`config.mk`:
```
export PLATFORM = sky130hd
export DESIGN_NAME = fcr_host_port_flat
export DESIGN_NICKNAME = d
export VERILOG_FILES = /design/src/rtl/fcr_host_port_pkg.sv /design/src/rtl/fcr_host_port_if.sv /design/src/rtl/fcr_host_fifo.sv /design/src/rtl/fcr_host_port.sv /design/src/flat_wrapper.sv
export SDC_FILE = /design/constraint.sdc
export NUM_CORES = 1
export LEC_CHECK = 0
export ABC_AREA = 0
export BUFFER_PORTS_ARGS = -buffer_cell sky130_fd_sc_hd__buf_2
export CORE_ASPECT_RATIO = 0.6
export CORE_MARGIN = 5
export CORE_UTILIZATION = 50
export CTS_BUF_LIST = sky130_fd_sc_hd__clkbuf_16
export CTS_CLUSTER_DIAMETER = 200
export CTS_CLUSTER_SIZE = 10
export DETAILED_ROUTE_END_ITERATION = 12
export PLACE_DENSITY = 0.83
export SLEW_MARGIN = 25
export SYNTH_ARGS = -nofsm -noshare
export SYNTH_HDL_FRONTEND = slang
export SYNTH_SLANG_ARGS = --single-unit
```
`constraint.sdc`:
```
create_clock -name clk -period 2.52 [get_ports clk]
set_input_delay 0.378 -clock clk [delete_from_list [all_inputs] [get_ports clk]]
set_output_delay 0.378 -clock clk [all_outputs]
set_load 0.005 [all_outputs]
```
`src/rtl/fcr_host_port_pkg.sv`:
```
// Shared definitions for the FCR host port: command word field layout,
// target/opcode constants, response error codes and the FSM state type.
package fcr_host_port_pkg;

    // Command word layout: {target[31:24], cmd[23:16], data[15:0]}
    localparam int TARGET_MSB = 31;
    localparam int TARGET_LSB = 24;
    localparam int CMD_MSB    = 23;
    localparam int CMD_LSB    = 16;
    localparam int DATA_MSB   = 15;
    localparam int DATA_LSB   = 0;

    localparam logic [7:0] C_TARGET_PHF     = 8'h03;
    localparam logic [7:0] C_PHF_CLEAR      = 8'h01;
    localparam logic [7:0] C_PHF_GET_STATUS = 8'h02;

    localparam logic [1:0] FCR_ERR_OK       = 2'b00;
    localparam logic [1:0] FCR_ERR_MISMATCH = 2'b01;
    localparam logic [1:0] FCR_ERR_TIMEOUT  = 2'b10;

    typedef enum logic [1:0] {
        ST_IDLE,
        ST_PRESENT,
        ST_WAIT_RSP,
        ST_DELIVER
    } fcr_state_e;

    // Header = {target, cmd}, the part of a reply that must echo the command.
    function automatic logic [15:0] cmd_header(input logic [31:0] word);
        return {word[TARGET_MSB:TARGET_LSB], word[CMD_MSB:CMD_LSB]};
    endfunction

    function automatic logic [1:0] header_err(input logic [15:0] got,
                                              input logic [15:0] expected);
        return (got == expected) ? FCR_ERR_OK : FCR_ERR_MISMATCH;
    endfunction

endpackage

```
`src/rtl/fcr_host_port_if.sv`:
```
// Handshake bundle of the FCR host port: host command/response channels,
// the fcr-facing FIFO source/sink signals and the sticky protocol flag.
// master = host bridge + fcr side, slave = fcr_host_port.
interface fcr_host_port_if;
    logic [31:0] host_cmd_data;
    logic        host_cmd_valid;
    logic        host_cmd_ready;
    logic [31:0] host_rsp_data;
    logic [1:0]  host_rsp_err;
    logic        host_rsp_valid;
    logic        host_rsp_ready;
    logic [31:0] cmd_data;
    logic        cmd_waitreq;
    logic        cmd_rdreq;
    logic [31:0] rsp_data;
    logic        rsp_wrreq;
    logic        rsp_waitreq;
    logic        proto_err;

    modport master (
        output host_cmd_data, host_cmd_valid, host_rsp_ready,
               cmd_rdreq, rsp_data, rsp_wrreq,
        input  host_cmd_ready, host_rsp_data, host_rsp_err, host_rsp_valid,
               cmd_data, cmd_waitreq, rsp_waitreq, proto_err
    );

    modport slave (
        input  host_cmd_data, host_cmd_valid, host_rsp_ready,
               cmd_rdreq, rsp_data, rsp_wrreq,
        output host_cmd_ready, host_rsp_data, host_rsp_err, host_rsp_valid,
               cmd_data, cmd_waitreq, rsp_waitreq, proto_err
    );
endinterface

```
`src/rtl/fcr_host_fifo.sv`:
```
// Synchronous show-ahead command FIFO, 32 bits wide, 2**CMD_DEPTH_LOG2 deep.
// head is the oldest word whenever empty=0. ready is registered (!full), so a
// push offered while full is refused even if a pop happens on the same edge.
module fcr_host_fifo #(
    parameter int CMD_DEPTH_LOG2 = 2
) (
    input  logic        clk,
    input  logic        rst,
    input  logic        push,
    input  logic [31:0] push_data,
    input  logic        pop,
    output logic [31:0] head,
    output logic        empty,
    output logic        ready
);
    localparam int DEPTH = 1 << CMD_DEPTH_LOG2;
    localparam logic [CMD_DEPTH_LOG2:0] DEPTH_CNT = (CMD_DEPTH_LOG2+1)'(DEPTH);

    logic [31:0]               mem [DEPTH];
    logic [CMD_DEPTH_LOG2-1:0] wr_ptr;
    logic [CMD_DEPTH_LOG2-1:0] rd_ptr;
    logic [CMD_DEPTH_LOG2:0]   count;
    logic [CMD_DEPTH_LOG2:0]   count_d;
    logic                      do_push;
    logic                      do_pop;

    assign do_push = push & ready;
    assign do_pop  = pop & (count != '0);
    assign head    = mem[rd_ptr];
    assign empty   = (count == '0);

    // Next occupancy from the accepted push/pop pair.
    always_comb begin
        count_d = count;
        if (do_push && !do_pop) begin
            count_d = count + 1'b1;
        end else if (!do_push && do_pop) begin
            count_d = count - 1'b1;
        end
    end

    // Pointer, occupancy and registered-ready bookkeeping.
    always_ff @(posedge clk) begin
        if (rst) begin
            wr_ptr <= '0;
            rd_ptr <= '0;
            count  <= '0;
            ready  <= 1'b0;
        end else begin
            if (do_push) wr_ptr <= wr_ptr + 1'b1;
            if (do_pop)  rd_ptr <= rd_ptr + 1'b1;
            count <= count_d;
            ready <= (count_d != DEPTH_CNT);
        end
    end

    // Storage array; contents need no reset because count gates visibility.
    always_ff @(posedge clk) begin
        if (do_push) mem[wr_ptr] <= push_data;
    end

endmodule

```
`src/rtl/fcr_host_port.sv`:
```
// Host-side initiator for the FCR command/response FIFO interface.
// Queues host commands, offers them to fcr one at a time and returns exactly
// one tagged response (ok / header mismatch / timeout) per command.
// Optional feature macro: FCR_HOST_TIMEOUT_EN enables the response timeout
// (TIMEOUT_CYCLES); without it WAIT_RSP waits indefinitely.
module fcr_host_port
    import fcr_host_port_pkg::*;
#(
    parameter int CMD_DEPTH_LOG2 = 2,
    parameter int TIMEOUT_CYCLES = 1024
) (
    input  logic              clk,
    input  logic              rst,
    fcr_host_port_if.slave    bus
);
    fcr_state_e  state, state_d;
    logic [31:0] cmd_data_d;
    logic        cmd_waitreq_d;
    logic        rsp_waitreq_d;
    logic [31:0] host_rsp_data_d;
    logic [1:0]  host_rsp_err_d;
    logic        host_rsp_valid_d;
    logic        proto_err_d;
    logic [15:0] exp_hdr, exp_hdr_d;

    logic [31:0] fifo_head;
    logic        fifo_empty;
    logic        fifo_ready;
    logic        fifo_pop;

`ifdef FCR_HOST_TIMEOUT_EN
    localparam int TMR_W = $clog2(TIMEOUT_CYCLES + 1);
    localparam logic [TMR_W-1:0] TMR_LAST = TMR_W'(TIMEOUT_CYCLES - 1);
    logic [TMR_W-1:0] timer, timer_d;
`endif

    fcr_host_fifo #(
        .CMD_DEPTH_LOG2 (CMD_DEPTH_LOG2)
    ) u_fifo (
        .clk       (clk),
        .rst       (rst),
        .push      (bus.host_cmd_valid),
        .push_data (bus.host_cmd_data),
        .pop       (fifo_pop),
        .head      (fifo_head),
        .empty     (fifo_empty),
        .ready     (fifo_ready)
    );

    assign bus.host_cmd_ready = fifo_ready;

    // Next state and next values of every registered output.
    always_comb begin
        state_d          = state;
        cmd_data_d       = bus.cmd_data;
        cmd_waitreq_d    = bus.cmd_waitreq;
        rsp_waitreq_d    = bus.rsp_waitreq;
        host_rsp_data_d  = bus.host_rsp_data;
        host_rsp_err_d   = bus.host_rsp_err;
        host_rsp_valid_d = bus.host_rsp_valid;
        exp_hdr_d        = exp_hdr;
        fifo_pop         = 1'b0;
        // A write while we are not accepting is dropped and flagged forever.
        proto_err_d      = bus.proto_err | (bus.rsp_wrreq & bus.rsp_waitreq);
`ifdef FCR_HOST_TIMEOUT_EN
        timer_d          = timer;
`endif
        unique case (state)
            ST_IDLE: begin
                if (!fifo_empty) begin
                    state_d       = ST_PRESENT;
                    cmd_data_d    = fifo_head;
                    cmd_waitreq_d = 1'b0;
                end
            end
            ST_PRESENT: begin
                if (bus.cmd_rdreq) begin
                    fifo_pop      = 1'b1;
                    exp_hdr_d     = cmd_header(bus.cmd_data);
                    cmd_waitreq_d = 1'b1;
                    rsp_waitreq_d = 1'b0;
`ifdef FCR_HOST_TIMEOUT_EN
                    timer_d       = '0;
`endif
                    state_d       = ST_WAIT_RSP;
                end
            end
            ST_WAIT_RSP: begin
                // A response on the expiring edge still takes the normal path.
                if (bus.rsp_wrreq && !bus.rsp_waitreq) begin
                    host_rsp_data_d  = bus.rsp_data;
                    host_rsp_err_d   = header_err(cmd_header(bus.rsp_data), exp_hdr);
                    host_rsp_valid_d = 1'b1;
                    rsp_waitreq_d    = 1'b1;
                    state_d          = ST_DELIVER;
                end
`ifdef FCR_HOST_TIMEOUT_EN
                else if (timer == TMR_LAST) begin
                    host_rsp_data_d  = {exp_hdr, 16'h0000};
                    host_rsp_err_d   = FCR_ERR_TIMEOUT;
                    host_rsp_valid_d = 1'b1;
                    rsp_waitreq_d    = 1'b1;
                    state_d          = ST_DELIVER;
                end else begin
                    timer_d = timer + 1'b1;
                end
`endif
            end
            ST_DELIVER: begin
                if (bus.host_rsp_ready) begin
                    host_rsp_valid_d = 1'b0;
                    state_d          = ST_IDLE;
                end
            end
            default: state_d = ST_IDLE;
        endcase
    end

    // State register and registered outputs; reset drops any outstanding command.
    always_ff @(posedge clk) begin
        if (rst) begin
            state              <= ST_IDLE;
            bus.cmd_data       <= '0;
            bus.cmd_waitreq    <= 1'b1;
            bus.rsp_waitreq    <= 1'b1;
            bus.host_rsp_data  <= '0;
            bus.host_rsp_err   <= FCR_ERR_OK;
            bus.host_rsp_valid <= 1'b0;
            bus.proto_err      <= 1'b0;
`ifdef FCR_HOST_TIMEOUT_EN
            timer              <= '0;
`endif
        end else begin
            state              <= state_d;
            bus.cmd_data       <= cmd_data_d;
            bus.cmd_waitreq    <= cmd_waitreq_d;
            bus.rsp_waitreq    <= rsp_waitreq_d;
            bus.host_rsp_data  <= host_rsp_data_d;
            bus.host_rsp_err   <= host_rsp_err_d;
            bus.host_rsp_valid <= host_rsp_valid_d;
            bus.proto_err      <= proto_err_d;
`ifdef FCR_HOST_TIMEOUT_EN
            timer              <= timer_d;
`endif
        end
    end

    // Expected reply header; only meaningful once a command has been popped.
    always_ff @(posedge clk) begin
        exp_hdr <= exp_hdr_d;
    end

endmodule

```
`src/flat_wrapper.sv`:
```
// flat-port wrapper written by rule: the top's interface ports become plain ports
module fcr_host_port_flat import fcr_host_port_pkg::*;
#(
    parameter int CMD_DEPTH_LOG2 = 2,
    parameter int TIMEOUT_CYCLES = 1024
)
  (clk, rst, bus_host_cmd_data, bus_host_cmd_valid, bus_host_rsp_ready, bus_cmd_rdreq, bus_rsp_data, bus_rsp_wrreq, bus_host_cmd_ready, bus_host_rsp_data, bus_host_rsp_err, bus_host_rsp_valid, bus_cmd_data, bus_cmd_waitreq, bus_rsp_waitreq, bus_proto_err);
  fcr_host_port_if bus_i ();
  input  logic clk;
  input  logic rst;
  input wire logic [$bits(bus_i.host_cmd_data)-1:0] bus_host_cmd_data;
  input wire logic [$bits(bus_i.host_cmd_valid)-1:0] bus_host_cmd_valid;
  input wire logic [$bits(bus_i.host_rsp_ready)-1:0] bus_host_rsp_ready;
  input wire logic [$bits(bus_i.cmd_rdreq)-1:0] bus_cmd_rdreq;
  input wire logic [$bits(bus_i.rsp_data)-1:0] bus_rsp_data;
  input wire logic [$bits(bus_i.rsp_wrreq)-1:0] bus_rsp_wrreq;
  output wire logic [$bits(bus_i.host_cmd_ready)-1:0] bus_host_cmd_ready;
  output wire logic [$bits(bus_i.host_rsp_data)-1:0] bus_host_rsp_data;
  output wire logic [$bits(bus_i.host_rsp_err)-1:0] bus_host_rsp_err;
  output wire logic [$bits(bus_i.host_rsp_valid)-1:0] bus_host_rsp_valid;
  output wire logic [$bits(bus_i.cmd_data)-1:0] bus_cmd_data;
  output wire logic [$bits(bus_i.cmd_waitreq)-1:0] bus_cmd_waitreq;
  output wire logic [$bits(bus_i.rsp_waitreq)-1:0] bus_rsp_waitreq;
  output wire logic [$bits(bus_i.proto_err)-1:0] bus_proto_err;
  assign bus_i.host_cmd_data = bus_host_cmd_data;
  assign bus_i.host_cmd_valid = bus_host_cmd_valid;
  assign bus_i.host_rsp_ready = bus_host_rsp_ready;
  assign bus_i.cmd_rdreq = bus_cmd_rdreq;
  assign bus_i.rsp_data = bus_rsp_data;
  assign bus_i.rsp_wrreq = bus_rsp_wrreq;
  assign bus_host_cmd_ready = bus_i.host_cmd_ready;
  assign bus_host_rsp_data = bus_i.host_rsp_data;
  assign bus_host_rsp_err = bus_i.host_rsp_err;
  assign bus_host_rsp_valid = bus_i.host_rsp_valid;
  assign bus_cmd_data = bus_i.cmd_data;
  assign bus_cmd_waitreq = bus_i.cmd_waitreq;
  assign bus_rsp_waitreq = bus_i.rsp_waitreq;
  assign bus_proto_err = bus_i.proto_err;
  fcr_host_port #(.CMD_DEPTH_LOG2(CMD_DEPTH_LOG2), .TIMEOUT_CYCLES(TIMEOUT_CYCLES)) u_core (.clk(clk), .rst(rst), .bus(bus_i));
endmodule
```
# Word level (Yosys, flattened, before mapping)
# Memories as Yosys holds them, arrays and structs flattened. A register that Yosys moved wholly into a read port is not among the register bits.
# Cells that the tools add are included.
# word_totals
ff_bits,64
latchBits,0
ram_bits,128
mem_bits_ro,0
inputBits,70
out_inout_bits,71
wordCells,70
mem_count,1
# mem_list
memory,depth,width,read_ports,rd_ports_with_merged_regs,write_ports,line_no,source
u_core.u_fifo.mem,4,32,1,1,1,fcr_host_fifo.sv:19,logic [31:0] mem [DEPTH];
# classes
add_sub_neg,4
n_mul,0
n_div,0
magnitude_cmp,0
n_eq_ne,9
shift,0
n_mux,20
bitwise,5
n_reduce_logical,19
# ops
cell,n
16-bit equality test,1
1-bit 2-to-1 mux,10
3-bit AND reduction,3
2-bit 2-to-1 mux,4
2-bit one-hot mux with 4 select lines,1
3-bit 2-to-1 mux,2
2-bit != test (second input constant),3
1-bit one-hot mux with 2 select lines,3
2-bit AND reduction,3
2-bit nonzero test,3
2-bit by 1-bit adder with 2-bit output (second input constant),2
2-bit equality test (second input constant),2
4-bit AND reduction,1
3-bit by 1-bit adder with 3-bit output (second input constant),1
1-bit bitwise AND,3
1-bit logical AND,3
1-bit logical NOT,3
3-bit logical NOT,1
3-bit != test (second input constant),1
3-bit nonzero test,1
3-bit by 1-bit subtractor with 3-bit output (second input constant),1
2-bit by 1-bit equality test with 1-bit output (second input constant),1
2-bit logical NOT,1
2-bit by 1-bit != test with 1-bit output (second input constant),1
other kinds (2),2

# Longest topological paths before layout
# Gate-level depths: netlist of the first run.
# logic_depth
word_depth,7
ltp_mapped,8

# Cells and area by module
# Synthesis of the first run repeated with hierarchy kept, for this count alone.
# unflattened
cells_unflattened,586
hier_area_um2,8466.9
# modules_own_cells
mod,n_inst,cells_each,area_each_um2,seq_area_each_um2
fcr_host_fifo,1,222,5118.7,4043.9
fcr_host_port,1,364,3348.2,1901.8

# Worst setup path before layout of the first run
# OpenSTA, ideal clock, no wires.
# synth_path
path_type,flip-flop to flip-flop
startpoint,reg u_core.u_fifo.wr_ptr[0]
endpoint,"mem u_core.u_fifo.mem[2][0], enable pin"
setup_time_ns,0.392
arrival_ns,1.371
path_slack_ns,0.757
path_stages_with_launch,4
period_less_slack_ns,1.763
cell_sequence,dfxtp_1 inv_1 ha_1 and3_1
# synth_lines
element,line_no,source
from (decl),fcr_host_fifo.sv:20,logic [CMD_DEPTH_LOG2-1:0] wr_ptr;
from (signal assigned),fcr_host_fifo.sv:50,if (do_push) wr_ptr <= wr_ptr + 1'b1;
to (decl),fcr_host_fifo.sv:19,
# No word-level cell before the write port.

# Worst setup path after layout of the first run
# layout_path
startpoint,reg u_core.u_fifo.count[0]
endpoint,"reg u_core.bus.cmd_data[31] (netlist bit), read port of u_core.u_fifo.mem"
# layout_between
elab_chain_len,3
# layout_rtl
element,line_no,source
from (decl),fcr_host_fifo.sv:22,logic [CMD_DEPTH_LOG2:0] count;
from (signal assigned),fcr_host_fifo.sv:52,count <= count_d;
3-bit logical NOT,fcr_host_fifo.sv:30,assign empty = (count == '0);
1-bit inverter (no line),-,
2-bit AND reduction (no line),-,
to (decl),fcr_host_port_if.sv:31,"cmd_data, cmd_waitreq, rsp_waitreq, proto_err"
# No other way between the ends.
# A chain may end at the register's enable or synchronous reset.

==> flow_summary.json, run 1 <==
{
  "io_pins": 141,
  "core_area_um2": 16300,
  "hold_path_class": "input port to register",
  "initial_utilization_pct": 51.3,
  "crit_path_end_kind": "register",
  "status": "finished clean",
  "vdd_drop_max_v": 0.000509,
  "syn_area_um2": 8360,
  "wl_per_cell_um": 18.5,
  "viasPerCell": 5.19,
  "cts_sinks": 223,
  "avgSynthCellArea_um2": 14.2,
  "clockBufferDepth": 3,
  "clk_root_buffer_cell": "clkbuf_16",
  "syn_nets": 670,
  "leakagePower_uw": 0.00379,
  "maxCapViolCount": 0,
  "crit_buf_inv": 2,
  "fin_crit_sh_pct": 75.5,
  "rows": 36,
  "final_common_cell": "edfxtp_1",
  "worstHoldStart": "bus_host_cmd_data[15]",
  "crit_chain": "inv_1, ha_1, nand2b_1, and2_1, buf_4, nand2_1, a21oi_1",
  "drc": 0,
  "hold_buffers": 0,
  "cts_tree": "built",
  "dp_hpwl_um": 12100,
  "cts_setup_buffers": 0,
  "ys_top_cells_by_area": "edfxtp_1 52%, dfxtp_1 19%, mux4_2 7.5%, nand2_1 6.3%, a21oi_1 4.4%",
  "slew_headroom_pct": 56.1,
  "crit_type": "register to register",
  "worstReg2RegStart": "u_core.u_fifo.count[0]",
  "yosysSeqAreaShare_pct": 70.6,
  "final_max_slew_viol_count": 0,
  "synth_seq_cells": 223,
  "finish.instance_area_um2": 10100,
  "vias": 5108,
  "cts_resized": 0,
  "antenna_found_initial": 2,
  "post_dp_cell_area_um2": 9310,
  "fin_cells": 984,
  "numCtsBuffers": 26,
  "drive_above_1_share_pct": 28.6,
  "synth_cells": 588,
  "setup_tns_ps": 0,
  "postRouteAntennaNets": 0,
  "tightest_slew_ps": 658,
  "grt_max_degree": 50,
  "drtIter0Drc": 319,
  "io_buffers": 139,
  "gp_congestion": 0.779,
  "setup_viol": 0,
  "nNetsFinal": 819,
  "dr.pass1.iters": 5,
  "powerDensity_nw_per_um2": 915,
  "die_y_um": 110,
  "grt_setup_unrepaired": "false",
  "fin_ws_ps": 619,
  "wl_um": 18200,
  "cp_max_fo": 11,
  "clk_latency_ps": 500,
  "cp.required_ps": 2940,
  "layout_common_cells": "144 x edfxtp_1, 141 x nand2_1, 139 x buf_2, 77 x dfxtp_1, 74 x a21oi_1",
  "grt_pass1_wl_um": 28400,
  "htree_levels": 1,
  "grt_pass1_vias": 5132,
  "p_total_uw": 9200,
  "cp_top_family": "simple AND/OR/NAND/NOR gates",
  "critPathLaunch": "u_core.u_fifo.count[0]",
  "die_w_um": 177,
  "place_ws_ps": 692,
  "worst_setup_path_start_kind": "register",
  "clock_skew_ps": 9.48,
  "syn_to_final_growth_pct": 20.3,
  "grt_remaining_overflow": 0,
  "clk_pin_slew_ps": 50,
  "min_period_ps": 1900,
  "synth.top_cell.area_share_pct": 51.7,
  "fmax_mhz": 526,
  "synthDistinctLibCells": 33,
  "critical_path_arrival_ps": 2320,
  "hold_viol": 0,
  "dp_cells": 937,
  "dieArea_um2": 19500,
  "synth.yosys.warnings": 0,
  "max_stage_delay_ps": 460,
  "cpMaxStageDelayCell": "and2_1",
  "yosysTopAreaCell": "edfxtp_1",
  "grt.total_usage_pct": 18.8
}
[cells in the mapped netlist]
| cell type | count |
|---|---|
| a211oi_1 | 2 |
| a21o_1 | 1 |
| a21oi_1 | 74 |
| a32o_1 | 1 |
| and2_1 | 2 |
| and3_1 | 4 |
| buf_2 | 9 |
| buf_4 | 7 |
| buf_6 | 4 |
| clkbuf_1 | 12 |
| conb_1 | 1 |
| dfxtp_1 | 79 |
| edfxtp_1 | 144 |
| ha_1 | 12 |
| inv_1 | 8 |
| mux2i_1 | 2 |
| mux4_1 | 4 |
| mux4_2 | 28 |
| nand2_1 | 141 |
| nand2b_1 | 3 |
| nand3_1 | 3 |
| nand4_1 | 2 |
| nor2_1 | 9 |
| nor2b_1 | 2 |
| nor2b_2 | 1 |
| nor3_1 | 4 |
| nor4_1 | 3 |
| o2111ai_1 | 1 |
| o211ai_1 | 1 |
| o21ai_0 | 1 |
| o21bai_1 | 2 |
| xnor2_1 | 3 |
| xor2_1 | 18 |
[cell families after synthesis]
logic type	Yosys count	share of synthesized area, %
flip-flops	223	70.6
AND/OR/NAND/NOR	174	8.45
AO/OA/AOI/OAI	83	5.25
buffers and inverters	40	2.60
multiplexers	34	9.04
XOR/XNOR	21	2.20
adder cells (fa/ha/maj)	12	1.80
other	1	0.0448
[metal layers]
layer / vias up / track usage (%) / share of wire (%)
met3: 27 / 4.60 / 9.9
met4: 2 / 3.81 / 1.7
met5: - / 0 / 0.038
met1: 2441 / 26.7 / 44
li1: 2419 / - / -
met2: 219 / 30.1 / 44
[path summary, 6_finish.rpt]
check,end,slack (ps),cells past startpoint
setup / recovery,u_core.bus.cmd_data[31],620,7
hold / removal,u_core.u_fifo.mem[2][15],90,1
setup reg to reg,u_core.bus.cmd_data[31],620,7
hold reg to reg,u_core.bus.host_rsp_data[18],450,2
[worst reg2reg max path, delay by kind of cell, from the launching register on]
kind / cells / cell delay (ps)
simple gates: 3 / 670
flops: 1 / 420
buf+inv: 2 / 350
fa+ha+maj: 1 / 210
compound gates: 1 / 160
[power breakdown]
| group | total [uW] | switching, uW | internal [uW] |
|---|---|---|---|
| Sequential | 4480 | 235 | 4250 |
| Combinational | 1490 | 868 | 618 |
| Clock | 3230 | 1330 | 1910 |
| Total | 9200 | 2430 | 6770 |
[sequential cells by signal (all words and copies together), names as in the netlist, 2 cells and up]
signal	count
u_core.exp_hdr	16
u_core.bus.cmd_data	32
u_core.u_fifo.mem	128
u_core.u_fifo.wr_ptr	2
u_core.u_fifo.rd_ptr	2
u_core.bus.host_rsp_data	32
u_core.state	2
u_core.u_fifo.count	3
[layout make-up]
type,instances,area (um2)
fillers,1231,6240
flip-flops and latches,223,5910
multi-input cells,325,2240
repair buffers,153,838
clock buffers,27,676
well taps,228,285
clock inverters,19,76.3
inverters,8,30.0
diodes,1,2.50
[through the flow]
stage               util [%]  hold WS, ps
floorplan                  -          453
global placement        57.1          438
detailed placement      57.1          439
CTS                     61.7         69.6
global route            61.7         72.9
finish                  61.7         86.6
No activity file was read; power rests on OpenSTA's default activity.
==> run 2: changes to the inputs <==
--- a/config.mk
+++ b/config.mk
@@ -5,7 +5,7 @@
 export SDC_FILE = /design/constraint.sdc
 export NUM_CORES = 1
 export LEC_CHECK = 0
-export ABC_AREA = 0
+export ABC_AREA = 1
 export BUFFER_PORTS_ARGS = -buffer_cell sky130_fd_sc_hd__buf_2
 export CORE_ASPECT_RATIO = 0.6
 export CORE_MARGIN = 5
@@ -14,7 +14,7 @@
 export CTS_CLUSTER_DIAMETER = 200
 export CTS_CLUSTER_SIZE = 10
 export DETAILED_ROUTE_END_ITERATION = 12
-export PLACE_DENSITY = 0.83
+export PLACE_DENSITY = 0.86
 export SLEW_MARGIN = 25
 export SYNTH_ARGS = -nofsm -noshare
 export SYNTH_HDL_FRONTEND = slang
==> constraint.sdc (replaced) <==
create_clock -name clk -period 1.5 [get_ports clk]
set_input_delay 0.225 -clock clk [delete_from_list [all_inputs] [get_ports clk]]
set_output_delay 0.225 -clock clk [all_outputs]
set_load 0.005 [all_outputs]
==> run 2 against run 1 <==
  * The flow now finishes with violations (negative setup slack)
  * Total power up 80%
  * Largest cell class unchanged
  * Area after synthesis up 3.6%
  * Highest routed layer is now met4
  * Final area up 14%
  * Clock skew up 1.5 ps
  * First-iteration DRC count up 140%
  * Die area up 3.3%
  * Via count up 33%
  * Largest power group unchanged
  * Combinational power up 130%
  * Hold slack worse by 30 ps
  * Sequential cell count unchanged
==> flow_summary.json, run 2 <==
{
  "worstReg2RegStart": "u_core.state[0]",
  "biggestRegsByFlops": "u_core.u_fifo.mem: 128 flops, u_core.bus.cmd_data: 32 flops, u_core.bus.host_rsp_data: 32 flops",
  "fillers": 1177,
  "violations": "negative setup slack",
  "grt_pass1_vias": 6480,
  "hold_viol": 0,
  "critical_path_arrival_ps": 1970,
  "place_ws_ps": -89.9,
  "htree_levels": 1,
  "gp_congestion": 0.802,
  "yosysSeqAreaShare_pct": 68.1,
  "final_max_slew_viol_count": 0,
  "core_area_um2": 17100,
  "die_y_um": 112,
  "cp.required_ps": 1900,
  "avgSynthCellArea_um2": 10.9,
  "hold_path_class": "input port to register",
  "grt_max_degree": 48,
  "wl_um": 22600,
  "grt_remaining_overflow": 0,
  "fin_ws_ps": -67.6,
  "clockBufferDepth": 3,
  "synthDistinctLibCells": 27,
  "dr.pass1.iters": 6,
  "cp_max_fo": 5,
  "r2r_cells": 10,
  "dieArea_um2": 20200,
  "worst_setup_path_start_kind": "register",
  "rows": 37,
  "synth.yosys.warnings": 0,
  "nNetsFinal": 1097,
  "dp_hpwl_um": 13000,
  "status": "complete, but fails checks",
  "leakagePower_uw": 0.00487,
  "clk_latency_ps": 510,
  "synth_seq_cells": 223,
  "ys_top_cells_by_area": "edfxtp_1 50%, dfxtp_1 18%, nor2_1 6.1%, o21ai_0 5.2%, inv_1 4.0%",
  "antenna_found_initial": 2,
  "synth_commonest_cells": "144 x edfxtp_1, 141 x nor2_1, 93 x inv_1, 90 x o21ai_0, 79 x dfxtp_1",
  "final_common_cell": "edfxtp_1",
  "initial_utilization_pct": 50.7,
  "synth_cells": 795,
  "r2r_slack_ps": -70,
  "syn_nets": 877,
  "grt_pass1_wl_um": 33900,
  "setup_viol": 2,
  "postRouteAntennaNets": 0,
  "fmax_mhz": 638,
  "io_pins": 141,
  "syn_area_um2": 8670,
  "clock_skew_ps": 11.0,
  "drc": 0,
  "crit_path_end_kind": "register",
  "maxCapViolCount": 0,
  "drtIter0Drc": 774,
  "grt.total_usage_pct": 20.6,
  "grt_setup_unrepaired": "true",
  "crit_type": "register to register",
  "cts_tree": "built",
  "clk_root_buffer_cell": "clkbuf_16",
  "layout_common_cells": "144 x edfxtp_1, 139 x buf_2, 135 x nor2_1, 109 x inv_1, 87 x o21ai_0",
  "cts_sinks": 223,
  "clk_pin_slew_ps": 60,
  "die_w_um": 180,
  "min_path_cells": 3,
  "postSynth.asyncResetShare_pct": 0,
  "tightest_slew_ps": 540,
  "synth_flop_cell": "edfxtp_1",
  "viasPerCell": 5.35,
  "worstReg2RegEnd": "u_core.bus.host_rsp_err[0]",
  "holdPathEnd": "u_core.bus.cmd_waitreq",
  "drive_above_1_share_pct": 22.7,
  "slew_headroom_pct": 63.8,
  "wl_per_cell_um": 17.8,
  "numCtsBuffers": 26,
  "yosysTopAreaCell": "edfxtp_1",
  "top_register": "u_core.u_fifo.mem",
  "vdd_drop_max_v": 0.00119,
  "min_period_ps": 1570,
  "synth_edf_count": 144,
  "powerDensity_nw_per_um2": 1450,
  "p_total_uw": 16600,
  "vias": 6798,
  "fin_crit_sh_pct": 105,
  "largest_reg_flops": 128,
  "synth.top_cell.area_share_pct": 49.9,
  "io_buffers": 139,
  "syn_to_final_growth_pct": 31.9,
  "worstHoldStart": "bus_cmd_rdreq",
  "yosysMostFrequentCell": "edfxtp_1"
}
[run 2: worst max-delay path by stage]
| stage | startpoint | to | depth (start not counted) |
|---|---|---|---|
| finish | u_core.state[0] | u_core.bus.host_rsp_err[0] | 10 |
| global route | u_core.state[0] | u_core.bus.host_rsp_err[0] | 10 |
| CTS | u_core.state[0] | u_core.u_fifo.ready | 11 |
| detailed placement | u_core.state[0] | u_core.bus.host_rsp_data[0] | 7 |
| global placement | u_core.state[0] | u_core.bus.host_rsp_data[21] | 7 |
| floorplan | u_core.state[1] | u_core.u_fifo.ready | 10 |
[run 2: worst max-delay path, stage by stage, from the launching register on]
cell	delay, ps
dfxtp_2	340
inv_4	80
ha_4	160
inv_4	40
nor3_4	190
buf_12	170
nand2_4	50
nor2_2	100
nand3_1	90
nor2_1	160
nor2_1	60
[run 2: what timing repair did]
item	4_1_cts	5_1_grt
endpoints found under the setup margin	30	42
hold buffers	64	0
cloned	0	2
pin swaps	1	12
buffers inserted	0	2
resized for setup	3	28
hold endpoints to repair	160	0
[run 2: metrics by stage]
step	instance area (um2)	setup TNS (ps)	std cells	hold WS, ps	util (%)
floorplan	8740	-74.9	795	324	-
detailed placement	9840	-1950	1153	441	57.6
global route	11400	-328	1271	75.6	66.9
finish	11400	-89.5	1271	57.1	66.9
CTS	11300	0	1265	28.8	65.9
global placement	9840	0	1153	435	57.6
[run 2: cell families (layout without fill, tap and decap cells)]
kind of cell,Yosys count,count (layout),share of synthesized area (%)
flip-flops,223,223,68.1
AO/OA/AOI/OAI,224,224,13.5
adder cells (fa/ha/maj),12,12,1.73
buffers and inverters,139,379,7.05
AND/OR/NAND/NOR,185,185,8.42
XOR/XNOR,11,11,1.11
other,1,3,0.0433
[run 2: area by class of cell]
cell class	instances	area, um2	area share (%)
Antenna cell	2	5.00	0.0438
Clock buffer	27	676	5.91
Clock inverter	21	83.8	0.734
Inverter	96	374	3.27
Multi-Input combinational cell	433	2300	20.1
Sequential cell	223	5910	51.7
Tap cell	234	293	2.56
Timing Repair Buffer	235	1790	15.6
[run 2: power breakdown]
part           total, uW  switching [uW]  internal [uW]
sequential          7610             383           7230
combinational       3380            1960           1420
clock               5560            2350           3210
total              16600            4690          11900
[run 2: routing by layer]
layer	up-vias	track usage, %	part of all wire [%]	wire length, um
met2	364	34.0	47	10600
li1	3161	-	-	-
met5	-	0	0	0
met1	3183	27.7	41	9300
met3	90	4.24	8.3	1880
met4	0	6.65	3.6	816
==> run 3: changes to the inputs <==
--- a/config.mk
+++ b/config.mk
@@ -19,3 +19,4 @@
 export SYNTH_ARGS = -nofsm -noshare
 export SYNTH_HDL_FRONTEND = slang
 export SYNTH_SLANG_ARGS = --single-unit
+export TNS_END_PERCENT = 20
==> run 3 against run 2 <==
  * Die area did not move
  * Global-route usage grew 0.30 points
  * The flow still finishes with violations (negative setup slack)
  * Sequential cell count unchanged
  * Clock power down 0.7%
  * Largest cell class unchanged
  * Sequential power is essentially flat
  * Hold slack got worse by 26 ps
  * Largest power group unchanged
  * Utilization is 0.26 points lower
  * Sequential share of layout area increased by 0.18 points
==> flow_summary.json, run 3 (synthesized netlist as in run 2, its figures left out) <==
{
  "status": "complete, but fails checks",
  "violations": "negative setup slack",
  "tightest_slew_ps": 533,
  "grt_max_degree": 41,
  "crit_type": "register to register",
  "fin_ws_ps": -73.7,
  "wl_um": 22200,
  "finish.utilization_pct": 66.6,
  "cp_max_fo": 4,
  "syn_to_final_growth_pct": 31.4,
  "die_w_um": 180,
  "clk_pin_slew_ps": 60,
  "drive_above_1_share_pct": 22.8,
  "final_common_cell": "edfxtp_1",
  "initial_utilization_pct": 50.7,
  "setup_tns_ps": -159,
  "biggestRegsByFlops": "u_core.u_fifo.mem: 128 flops, u_core.bus.cmd_data: 32 flops, u_core.bus.host_rsp_data: 32 flops",
  "place_ws_ps": -78.0,
  "finish.instance_area_um2": 11400,
  "vias": 6651,
  "postRouteAntennaNets": 0,
  "numCtsBuffers": 26,
  "cts_tree": "built",
  "dr.pass1.iters": 5,
  "viasPerCell": 5.24,
  "setup_viol": 7,
  "top_register": "u_core.u_fifo.mem",
  "slew_headroom_pct": 64.5,
  "hold_viol": 0,
  "htree_levels": 1,
  "p_int_uw": 11900,
  "r2r_cells": 8,
  "cp.required_ps": 1950,
  "drc": 0,
  "clk_root_buffer_cell": "clkbuf_16",
  "grt_setup_unrepaired": "true",
  "clockPowerShare_pct": 33.2,
  "core_area_um2": 17100,
  "critPathLaunch": "u_core.state[0]",
  "io_pins": 141,
  "endpoint": "u_core.state[0]",
  "rows": 37,
  "critical_path_arrival_ps": 2020,
  "dp_hpwl_um": 13000,
  "wl_per_cell_um": 17.5,
  "crit_path_end_kind": "register",
  "layout_common_cells": "144 x edfxtp_1, 139 x buf_2, 135 x nor2_1, 109 x inv_1, 86 x o21ai_0",
  "dieArea_um2": 20200,
  "powerDensity_nw_per_um2": 1460,
  "min_period_ps": 1570,
  "power.switching_uw": 4700,
  "worstReg2RegStart": "u_core.state[0]",
  "drtIter0Drc": 557,
  "maxCapViolCount": 0,
  "worstReg2RegEnd": "u_core.state[0]",
  "gp_congestion": 0.813,
  "largest_reg_flops": 128,
  "seq_power_share_pct": 45.8,
  "grt.total_usage_pct": 20.9,
  "final_max_slew_viol_count": 0,
  "pwr-share-comb_pct": 21.0,
  "cts_sinks": 223,
  "grt_remaining_overflow": 0,
  "p_sw_share_pct": 28.3,
  "r2r_slack_ps": -70,
  "hold_path_class": "input port to register",
  "clock_skew_ps": 16.0,
  "grt_pass1_vias": 6617,
  "nNetsFinal": 1097,
  "fmax_mhz": 635,
  "fillers": 1216,
  "io_buffers": 139,
  "antenna_found_initial": 2,
  "die_y_um": 112,
  "clockBufferDepth": 3,
  "post_dp_cell_area_um2": 9830,
  "fin_crit_sh_pct": 105,
  "leakagePower_uw": 0.00487,
  "clk_latency_ps": 520,
  "grt_pass1_wl_um": 34500,
  "vdd_drop_max_v": 0.000717,
  "worst_setup_path_start_kind": "register"
}
-- run 3: how the worst min path moves through the flow --
| stage | endpoint | startpoint | cells after the start |
|---|---|---|---|
| floorplan | u_core.u_fifo.mem[0][0] | bus_host_cmd_data[0] | 0 |
| global placement | u_core.exp_hdr[8] | u_core.bus.cmd_data[24] | 0 |
| detailed placement | u_core.u_fifo.mem[3][12] | bus_host_cmd_data[12] | 1 |
| CTS | u_core.bus.host_rsp_data[22] | bus_rsp_data[22] | 3 |
| global route | u_core.bus.host_rsp_data[22] | bus_rsp_data[22] | 3 |
| finish | u_core.bus.host_rsp_data[22] | bus_rsp_data[22] | 3 |
-- run 3: critical path, cell delays in order (launching register included) --
cell and delay [ps]:
dfxtp_2 370, inv_2 80, buf_4 140, ha_2 220, nand3_2 90, nand4_1 220
nor2_1 230, a21oi_1 70, nor2_1 90
-- run 3: power by group through the flow --
stage / registers (uW) / logic [uW] / clock network (uW)
5_1_grt: 7670 / 3850 / 5890
3_3_place_gp: 7690 / 2760 / 0
3_5_place_dp: 7710 / 2840 / 0
2_1_floorplan: 7680 / 1680 / 0
6_report: 7620 / 3480 / 5520
4_1_cts: 7590 / 3020 / 5600
-- run 3: per-stage QoR --
| step | instances | hold WS, ps | power [uW] |
|---|---|---|---|
| 2_1_floorplan | 795 | 324 | 9360 |
| 3_3_place_gp | 1154 | 439 | 10400 |
| 3_5_place_dp | 1154 | 442 | 10600 |
| 4_1_cts | 1266 | 19.2 | 16200 |
| 5_1_grt | 1270 | 32.7 | 17400 |
| 6_report | 1270 | 31.3 | 16600 |
-- run 3: layer usage --
layer / vias up / global-route usage, % / wire length (um)
li1: 3151 / - / -
met1: 3133 / 28.3 / 9410
met2: 294 / 34.0 / 10400
met3: 71 / 4.64 / 1600
met4: 2 / 6.70 / 747
met5: - / 0 / 13
-- run 3: final cells by class --
cell class / instances / area (um2) / area share (%)
antenna: 1 / 2.50 / 0.0220
tap: 234 / 293 / 2.57
sequential: 223 / 5910 / 51.9
clock buffer: 27 / 676 / 5.93
clock inverter: 21 / 83.8 / 0.736
timing repair buffer: 235 / 1760 / 15.4
multi-input combinational: 433 / 2300 / 20.2
inverter: 96 / 367 / 3.22
-- run 3: what timing repair did --
item	4_1_cts	5_1_grt
setup endpoints to repair	63	72
buffers inserted	0	2
resized for setup	4	26
endpoints found under the hold margin	160	0
pin swaps	2	6
hold buffers	64	0
cloned	0	2
